## src/rtl/comp2.sv

```systemverilog
// Unsigned magnitude comparator for mastermind digit scoring, plus a small
// registered monitor that tracks equality onset and counts matching cycles.
module comp2 #(
  parameter int WIDTH = 2,
  parameter int CNT_W = 8
) (
  input  logic             clk,
  input  logic             rst_n,
  input  logic [WIDTH-1:0] a,
  input  logic [WIDTH-1:0] b,
  input  logic             clr,
  output logic             a_eq_b,
  output logic             a_gt_b,
  output logic             a_lt_b,
  output logic             eq_q,
  output logic             eq_rise,
  output logic [CNT_W-1:0] eq_cnt
);

  localparam logic [CNT_W-1:0] CNT_MAX = '1;

  // Full-width unsigned compare; these flags stay live through reset.
  assign a_eq_b = (a == b);
  assign a_gt_b = (a > b);
  assign a_lt_b = (a < b);

  always_ff @(posedge clk or negedge rst_n) begin
    if (!rst_n) begin
      eq_q    <= 1'b0;
      eq_rise <= 1'b0;
    end else begin
      eq_q    <= a_eq_b;
      eq_rise <= a_eq_b & ~eq_q;
    end
  end

  // Clear beats increment; the count sticks at all-ones instead of wrapping.
  always_ff @(posedge clk or negedge rst_n) begin
    if (!rst_n) begin
      eq_cnt <= '0;
    end else if (clr) begin
      eq_cnt <= '0;
    end else if (a_eq_b && (eq_cnt != CNT_MAX)) begin
      eq_cnt <= eq_cnt + CNT_W'(1);
    end
  end

endmodule

```

## config.mk

```make
export PLATFORM = sky130hd
export DESIGN_NAME = comp2
export DESIGN_NICKNAME = d
export VERILOG_FILES = /design/src/rtl/comp2.sv
export SDC_FILE = /design/constraint.sdc
export NUM_CORES = 1
export LEC_CHECK = 0
export ABC_AREA = 1
export BUFFER_PORTS_ARGS = -buffer_cell sky130_fd_sc_hd__buf_2
export CAP_MARGIN = 20
export CORE_MARGIN = 2
export CORE_UTILIZATION = 35
export DETAILED_ROUTE_END_ITERATION = 10
export GPL_TIMING_DRIVEN = 0
export MAX_ROUTING_LAYER = met4
export PLACE_DENSITY = 0.66
export SETUP_SLACK_MARGIN = 0.4
export SLEW_MARGIN = 10
export SYNTH_ARGS = -nofsm -noshare
export SYNTH_HDL_FRONTEND = slang
export SYNTH_SLANG_ARGS = --single-unit
```

## constraint.sdc

```tcl
create_clock -name clk -period 1.4 [get_ports clk]
set_input_delay 0.28 -clock clk [delete_from_list [all_inputs] [get_ports clk]]
set_output_delay 0.28 -clock clk [all_outputs]
set_load 0.1 [all_outputs]
```

Word-level counts from Yosys, hierarchy flattened
Index checks and enable logic that the tools add are counted.
{ "classes": {"muxes": 2, "reduce_logical": 2, "eq_ne": 2, "n_addsub": 1, "magnitude_cmp": 2, "bitwise_logic": 2} }
{ "op_table": {"columns": ["op", "n"], "rows": [
  ["$mux W8", 2],
  ["$add A8 B1 Y8 const B", 1],
  ["$ne A8 B8 Y1 const B", 1],
  ["$eq A2 B2 Y1", 1],
  ["$gt A2 B2 Y1", 1],
  ["$lt A2 B2 Y1", 1],
  ["$reduce_bool A2 Y1", 1],
  ["$and A1 B1 Y1", 1],
  ["$logic_and A1 B1 Y1", 1],
  ["$not A1 Y1", 1]
]} }
{ "totals": {"output_inout_bits": 13, "register_bits": 10, "inputBits": 7, "word_cells": 14} }

Longest topological paths before layout
Gate-level depths: netlist of the first run.
{ "logic_depth": {"word_depth": 4, "mapped_depth": 8, "mapped_depth_nobuf": 8} }

Worst setup path before layout of the first run
No wires, ideal clock.
{ "synth_timing": {"path_kind": "input-to-output", "startpoint": "input port b[1]", "endpoint": "output port a_gt_b", "path_buffers": 0, "arrival_time_ns": 3.148, "path_slack_ns": -2.028, "stages": 4, "t_required_ns": 1.120, "path_cell_list": "inv_1 -> ha_1 -> a21oi_1 -> nor2_1"} }
{ "synth_between": {"elab_chain_cells": 1} }
{ "synth_rtl": {"columns": ["element", "line_no", "rtl"], "rows": [
  ["start, declared", "10", "input logic [WIDTH-1:0] b,"],
  ["$gt A2 B2 Y1", "24", "assign a_gt_b = (a > b);"],
  ["end, declared", "13", "output logic a_gt_b,"]
]} }
No other way between the ends.

Worst setup path in the final report of the first run
{ "layout_timing": {"startpoint": "register eq_cnt[1]", "endpoint": "register eq_cnt[1]"} }
{ "layout_between": {"elab_chain_cells": 3, "elab_cells_between_ends": 6, "classes_between": "add/sub: 1; eq/ne: 1; mux: 2; reduce/logical: 2"} }
{ "layout_rtl": {"columns": ["element", "line_no", "rtl"], "rows": [
  ["start, declared", "17", "output logic [CNT_W-1:0] eq_cnt"],
  ["start signal, assigned", "44", "eq_cnt <= eq_cnt + CNT_W'(1);"],
  ["$add A8 B1 Y8 / $ne A8 B8 Y1 (equally long branches)", "44, 43", null],
  ["$mux W8 / $logic_and A1 B1 Y1 (equally long branches)", "43", "end else if (a_eq_b && (eq_cnt != CNT_MAX)) begin"],
  ["$mux W8 / $reduce_bool A2 Y1 (equally long branches)", null, null]
]} }
Parallel ways exist; a longest one is shown, timed or not. The select of a mux whose other input is x is not followed.
A chain may end at the register's enable or synchronous reset.

==> summary.txt, run 1 <==
Global routing
  • Largest net degree at the start of global routing: 11
  • Vias in the first global route: 756
  • Grt ovf: 0
  • First-pass GRT wire length: 3290 um
  • Gr usage total: 24.1%
  • Antenna violations before repair: 0

Synth
  • Post-synth top area share: 41.7%
  • Commonest cells post-synth: 22 x nand2_1, 11 x nand3_1, 10 x dfrtp_1, 10 x nor2_1, 8 x inv_1
  • Synthesized cell area: 601 um^2
  • Async S/R FF share, synth: 100%
  • Yosys Warn Count: 0
  • Avg Cell Area, Syn: 7.51 um^2
  • EDFF count, synth: 0
  • Seq cells post-synth: 10
  • Area leader, netlist: dfrtp_1
  • Sequential fraction of the synthesis area: 41.7%
  • Mapped Cells: 80
  • Area contributors post-synth: dfrtp_1 42%, nand2_1 14%, nand3_1 9.2%, ha_1 6.3%, nor2_1 6.3%
  • Unique masters post-synth: 16
  • Synth Flop Type: dfrtp_1
  • Most frequent cell after synthesis: nand2_1
  • Syn nets: 90

STA
  • Shortest period the worst path allows: 1420 ps
  • Share of the clock period used by the worst path: 101%
  • Pins Over Slew Limit: 0
  • Max-slew headroom: 84.2%
  • RSZ-0062 raised after global routing: yes
  • Slew @ Worst Pin: 237 ps
  • Fin. Hold Viols: 0
  • Max Fclk: 0.706 GHz
  • Endpoints failing setup: 4
  • Post-Route Skew: 6.51 ps
  • Setup ws final: -16.9 ps
  • Setup TNS: -33.0 ps

Layout
  • Ant. Diodes: 0
  • Nets: 135
  • Area Growth Syn to Fin: 122%
  • Final core occ: 85.6%
  • Share of cells above drive strength 1: 67.5%
  • Filler instances: 73
  • Post-route cell area: 1340 um^2

Route
  • Met3 Wirelength: 145 um
  • Detail Route Antenna Nets: 0
  • Max layer used: met4
  • DRT Pass-1 Iters: 4
  • Met2 wire length: 1240 um
  • Via density per instance: 5.67
  • Routed Wire Length: 2300 um
  • WL/cell: 16.5 um
  • Metal1 wirelength: 770 um
  • Vias: 788
  • # DRC: 0
  • DRT iter0 DRCs: 27

Critical path
  • Crit path DAT: 1620 ps
  • Critical Path RT: 1610 ps
  • Startpoint types: flip-flop
  • Worst setup EP type: flip-flop
  • Classification of the worst setup path: flip-flop to flip-flop
  • Worst-path fanout max: 4

Place
  • Dpl cell area: 816 um^2
  • Final RePlAce weighted congestion: 0.802
  • Buffers on Ports: 19
  • Dpl hpwl: 996 um

Clocking
  • Clock Path Buffers: 2
  • CTS tree: yes
  • Clk pin slew, worst setup/hold paths: 70 ps
  • CTS buffer count: 3
  • Worst skew pair latency: 270 ps
  • Clk root buf: clkbuf_4
  • CTS sink cnt: 10
  • H-tree Lvls: 1

Pwr
  • IR drop worst, VDD: 0.000575 V
  • Power Density: 732 nW/um^2
  • Power Total: 0.977 mW
  • Lkg Pwr: 0.602 nW

Status
  • Run status: complete, but fails checks
  • Failing checks: setup timing

Flow run
  • Max cap viols: 0

Worst hold path
  • HP Class: primary input to flip-flop

Die
  • Io pins: 20
  • Cell Rows: 14
  • Full die area: 2060 um^2
  • Core area: 1560 um^2
  • Starting Density: 38.5%
  • Die Ht: 45.4 um
  • Die X: 45.4 um
==> power breakdown <==
part	internal [mW]	leakage (nW)	switching, mW
clock	0.0995	0.0138	0.102
sequential	0.304	0.121	0.0169
combinational	0.179	0.468	0.276
==> cells in the final DEF (no fill, tap or decap), drive strengths merged, types with 2 or more instances in the layout <==
cell type | Yosys | final
clkbuf | 1 | 4
dfrtp | 10 | 10
nand3 | 12 | 12
a21oi | 2 | 2
nand2 | 25 | 26
nand3b | 2 | 2
buf | 0 | 38
ha | 3 | 3
nor2 | 10 | 10
o21ai | 4 | 4
inv | 9 | 8
==> flip-flops by register name, summed over array words and instances (netlist names) <==
register and count:
eq_cnt 8, eq_q 1, eq_rise 1
==> per-stage QoR <==
stage          worst slack, ps  cells  hold WS [ps]
5_1_grt                  -57.5    139           383
3_5_place_dp              -371    115           150
4_1_cts                  -4.01    137           353
3_3_place_gp              -360    115           152
2_1_floorplan             -660     80         -15.6
6_report                 -16.9    139           370
==> cell type report <==
class | instances | area [um^2] | share of cell area, %
Buffer | 1 | 7.51 | 0.562
Tap cell | 16 | 20.0 | 1.50
Timing Repair Buffer | 39 | 493 | 36.9
Multi-Input combinational cell | 61 | 469 | 35.1
Inverter | 9 | 55.1 | 4.12
Sequential cell | 10 | 268 | 20.1
Clock buffer | 3 | 22.5 | 1.69
==> worst paths after layout <==
kind	start	cells past startpoint	slack, ps	to
max in group asynchronous	rst_n	2	780	eq_cnt[0]
hold / removal	clr	4	370	eq_cnt[0]
min in group asynchronous	rst_n	2	400	eq_rise
setup reg to reg	eq_cnt[1]	9	-20	eq_cnt[1]
hold reg to reg	eq_q	1	500	eq_rise
setup / recovery	eq_cnt[1]	9	-20	eq_cnt[1]
==> cells by family after synthesis <==
family	count (synthesis)	share of synthesized area, %
XOR/XNOR	2	2.92
adder cells (fa/ha/maj)	3	6.25
AO/OA/AOI/OAI	6	5.00
flip-flops	10	41.7
buffers and inverters	10	6.88
AND/OR/NAND/NOR	49	37.3
==> worst max-delay path, cell delays in order (launching register included) <==
cell and delay, ps:
dfrtp_4 500, buf_6 130, ha_4 160, nand2_4 70, nor2_4 40, nand2_4 100
nand3_4 130, inv_4 110, nand2_2 60, nand2_2 60
==> per-layer routing <==
| metal | GRT usage [%] | up-vias |
|---|---|---|
| met5 | - | - |
| met4 | 15.9 | 0 |
| met3 | 7.54 | 16 |
| met2 | 40.0 | 45 |
| met1 | 24.0 | 384 |
| li1 | - | 343 |
==> repair_timing <==
item / 4_1_cts / 5_1_grt
gates resized for setup: 80 / 8
setup endpoints to repair: 21 / 22
pin swaps: 13 / 5
hold buffers: 1 / 0
cloned: 1 / 0
buffers inserted: 17 / 2
endpoints found under the hold margin: 10 / 0
Note: power is estimated with default switching activity, not from simulation.
==> run 2: changes to the inputs <==
- RECOVER_POWER: unset -> 50
==> summary.txt, run 2 (synthesis results as in run 1) <==
Die
  • Starting Density: 38.5% (unchanged)
  • Core area: 1560 um^2 (unchanged)
  • Io pins: 20 (unchanged)
  • Full die area: 2060 um^2 (unchanged)
  • Cell Rows: 14 (unchanged)
  • Die X: 45.4 um (unchanged)
  • Die Ht: 45.4 um (unchanged)

Place
  • DP Cell Count: 115 (unchanged)
  • Dpl hpwl: 996 um (unchanged)
  • Buffers on Ports: 19 (unchanged)
  • Final RePlAce weighted congestion: 0.802 (unchanged)

Clocking
  • CTS buffer count: 3 (unchanged)
  • Worst skew pair latency: 270 ps (about the same)
  • Clk root buf: clkbuf_4 (unchanged)
  • CTS sink cnt: 10 (unchanged)
  • Clock Path Buffers: 2 (unchanged)
  • CTS tree: yes (unchanged)
  • H-tree Lvls: 1 (unchanged)
  • Clk pin slew, worst setup/hold paths: 70 ps (about the same)

Layout
  • Nets: 135 (unchanged)
  • Cell Count, Final, Fillers Out: 139 (unchanged)
  • Leading cell type in the layout, fill and taps excluded: nand2_1 (unchanged)
  • Share of cells above drive strength 1: 66.7% (was 67.5%)
  • Leading cell types in the layout, fill and taps excluded: 15 x nand2_1, 14 x buf_12, 13 x buf_4, 8 x dfrtp_2, 8 x buf_6 (unchanged)
  • Area Growth Syn to Fin: 122% (about the same)
  • Ant. Diodes: 0 (unchanged)
  • Max FFs per register: 8 (unchanged)
  • Largest registers: eq_cnt (8), eq_q (1), eq_rise (1) (unchanged)
  • Register bank with the most flops: eq_cnt (unchanged)

STA
  • Fin. Hold Viols: 0 (unchanged)
  • RSZ-0062 raised after global routing: yes (unchanged)
  • Pins Over Slew Limit: 0 (unchanged)
  • Hold WS: 370 ps (unchanged)
  • Max-slew headroom: 62.2% (was 84.2%)
  • Share of the clock period used by the worst path: 101% (unchanged)
  • Setup TNS: -33.0 ps (unchanged)
  • Endpoints failing setup: 4 (unchanged)
  • Post-Route Skew: 6.51 ps (unchanged)
  • Setup ws final: -16.9 ps (unchanged)
  • Slew @ Worst Pin: 568 ps (was 237 ps)
  • Max Fclk: 0.706 GHz (unchanged)
  • Shortest period the worst path allows: 1420 ps (unchanged)

Status
  • Failing checks: setup timing (unchanged)
  • Run status: complete, but fails checks (unchanged)

Critical path
  • Classification of the worst setup path: flip-flop to flip-flop (unchanged)
  • Crit. path cell count: 9 (unchanged)
  • Setup crit start: eq_cnt[1] (unchanged)
  • Critical-path top delay cell: dfrtp_4 (unchanged)
  • Reg2Reg Depth: 9 (unchanged)
  • RR Endpoint: eq_cnt[1] (unchanged)
  • Max incr delay on CP: 500 ps (about the same)
  • Crit path DAT: 1620 ps (about the same)
  • Worst path bufs/invs: 2 (unchanged)
  • Cell chain of the critical path: buf_6 > ha_4 > nand2_4 > nor2_4 > nand2_4 > nand3_4 > inv_4 > nand2_2 > nand2_2 (unchanged)
  • Reg-to-Reg Start: eq_cnt[1] (unchanged)
  • R2R setup slack: -20 ps (about the same)
  • Worst setup endpoint: eq_cnt[1] (unchanged)
  • Worst-path fanout max: 4 (unchanged)
  • Worst setup EP type: flip-flop (unchanged)
  • Critical Path RT: 1610 ps (about the same)
  • Largest delay contributor family on the critical path: flip-flops (unchanged)
  • Startpoint types: flip-flop (unchanged)

Route
  • Routed Wire Length: 2300 um (about the same)
  • Vias: 787 (was 788)
  • Detail Route Antenna Nets: 0 (unchanged)
  • # DRC: 0 (unchanged)
  • WL/cell: 16.5 um (about the same)
  • DRT Pass-1 Iters: 4 (unchanged)
  • DRT iter0 DRCs: 27 (unchanged)
  • Via density per instance: 5.66 (was 5.67)

Pwr
  • Gate power share: 46.5% (was 46.6%)
  • Sw Share: 40.4% (was 40.3%)
  • Clock power frac: 20.6% (about the same)
  • Power Total: 0.977 mW (about the same)
  • IR drop worst, VDD: 0.000575 V (unchanged)
  • Lkg Pwr: 0.600 nW (was 0.602 nW)
  • Proportion of power drawn by flip-flops and latches: 32.9% (about the same)
  • Cell-internal power: 0.583 mW (about the same)
  • Power Density: 732 nW/um^2 (about the same)
  • Sw power: 0.394 mW (about the same)

Global routing
  • Vias in the first global route: 756 (unchanged)
  • First-pass GRT wire length: 3290 um (unchanged)
  • Antenna violations before repair: 0 (unchanged)
  • Largest net degree at the start of global routing: 11 (unchanged)
  • Grt ovf: 0 (unchanged)
  • Gr usage total: 24.1% (unchanged)

Flow run
  • Max cap viols: 0 (unchanged)

Worst hold path
  • HP Class: primary input to flip-flop (unchanged)
-- run 2: metrics by stage --
| stage | area [um^2] | utilization [%] | setup slack [ps] |
|---|---|---|---|
| 4_1_cts | 1290 | 82.7 | -4.01 |
| 3_3_place_gp | 816 | 52.3 | -360 |
| 2_1_floorplan | 701 | - | -660 |
| 3_5_place_dp | 816 | 52.3 | -371 |
| 5_1_grt | 1330 | 85.6 | -57.5 |
| 6_report | 1330 | 85.6 | -16.9 |
-- run 2: routing by layer --
layer	global-route usage, %	up-vias	share of wire, %
li1	-	343	-
met1	24.0	383	34
met2	40.0	45	54
met3	7.54	16	6.3
met4	15.9	0	6.0
met5	-	-	0
-- run 2: tightest hold or removal path, delay by kind of cell --
family,cells,cell delay [ps]
compound gates,1,60
simple gates,1,130
buf+inv,2,130
-- run 2: worst min path at each step --
stage	from	slack, ps	cells after the start	end
floorplan	rst_n	-20	0	eq_cnt[2]
global placement	rst_n	150	1	eq_cnt[0]
detailed placement	rst_n	150	1	eq_cnt[0]
CTS	clr	350	4	eq_cnt[3]
global route	clr	380	4	eq_cnt[0]
finish	clr	370	4	eq_cnt[0]
-- run 2: repair_timing --
| action | in CTS | in global routing |
|---|---|---|
| setup buffers | 17 | 2 |
| gates resized for setup | 80 | 8 |
| setup endpoints to repair | 21 | 22 |
| gates cloned | 1 | 0 |
| hold buffers | 1 | 0 |
| pin swaps | 13 | 5 |
| endpoints found under the hold margin | 10 | 0 |
-- run 2: power by group through the flow --
| stage | logic (mW) | registers [mW] | clock network [mW] |
|---|---|---|---|
| floorplan | 0.153 | 0.400 | 0 |
| global placement | 0.283 | 0.318 | 0 |
| detailed placement | 0.284 | 0.318 | 0 |
| CTS | 0.426 | 0.318 | 0.196 |
| global route | 0.469 | 0.321 | 0.213 |
| finish | 0.455 | 0.321 | 0.201 |
-- run 2: final cells by class --
type / instances / area (um^2)
fillers: 74 / 225
repair buffers: 39 / 492
plain buffers: 1 / 7.51
inverters: 9 / 55.1
multi-input cells: 61 / 469
well taps: 16 / 20.0
flip-flops and latches: 10 / 268
clock buffers: 3 / 22.5
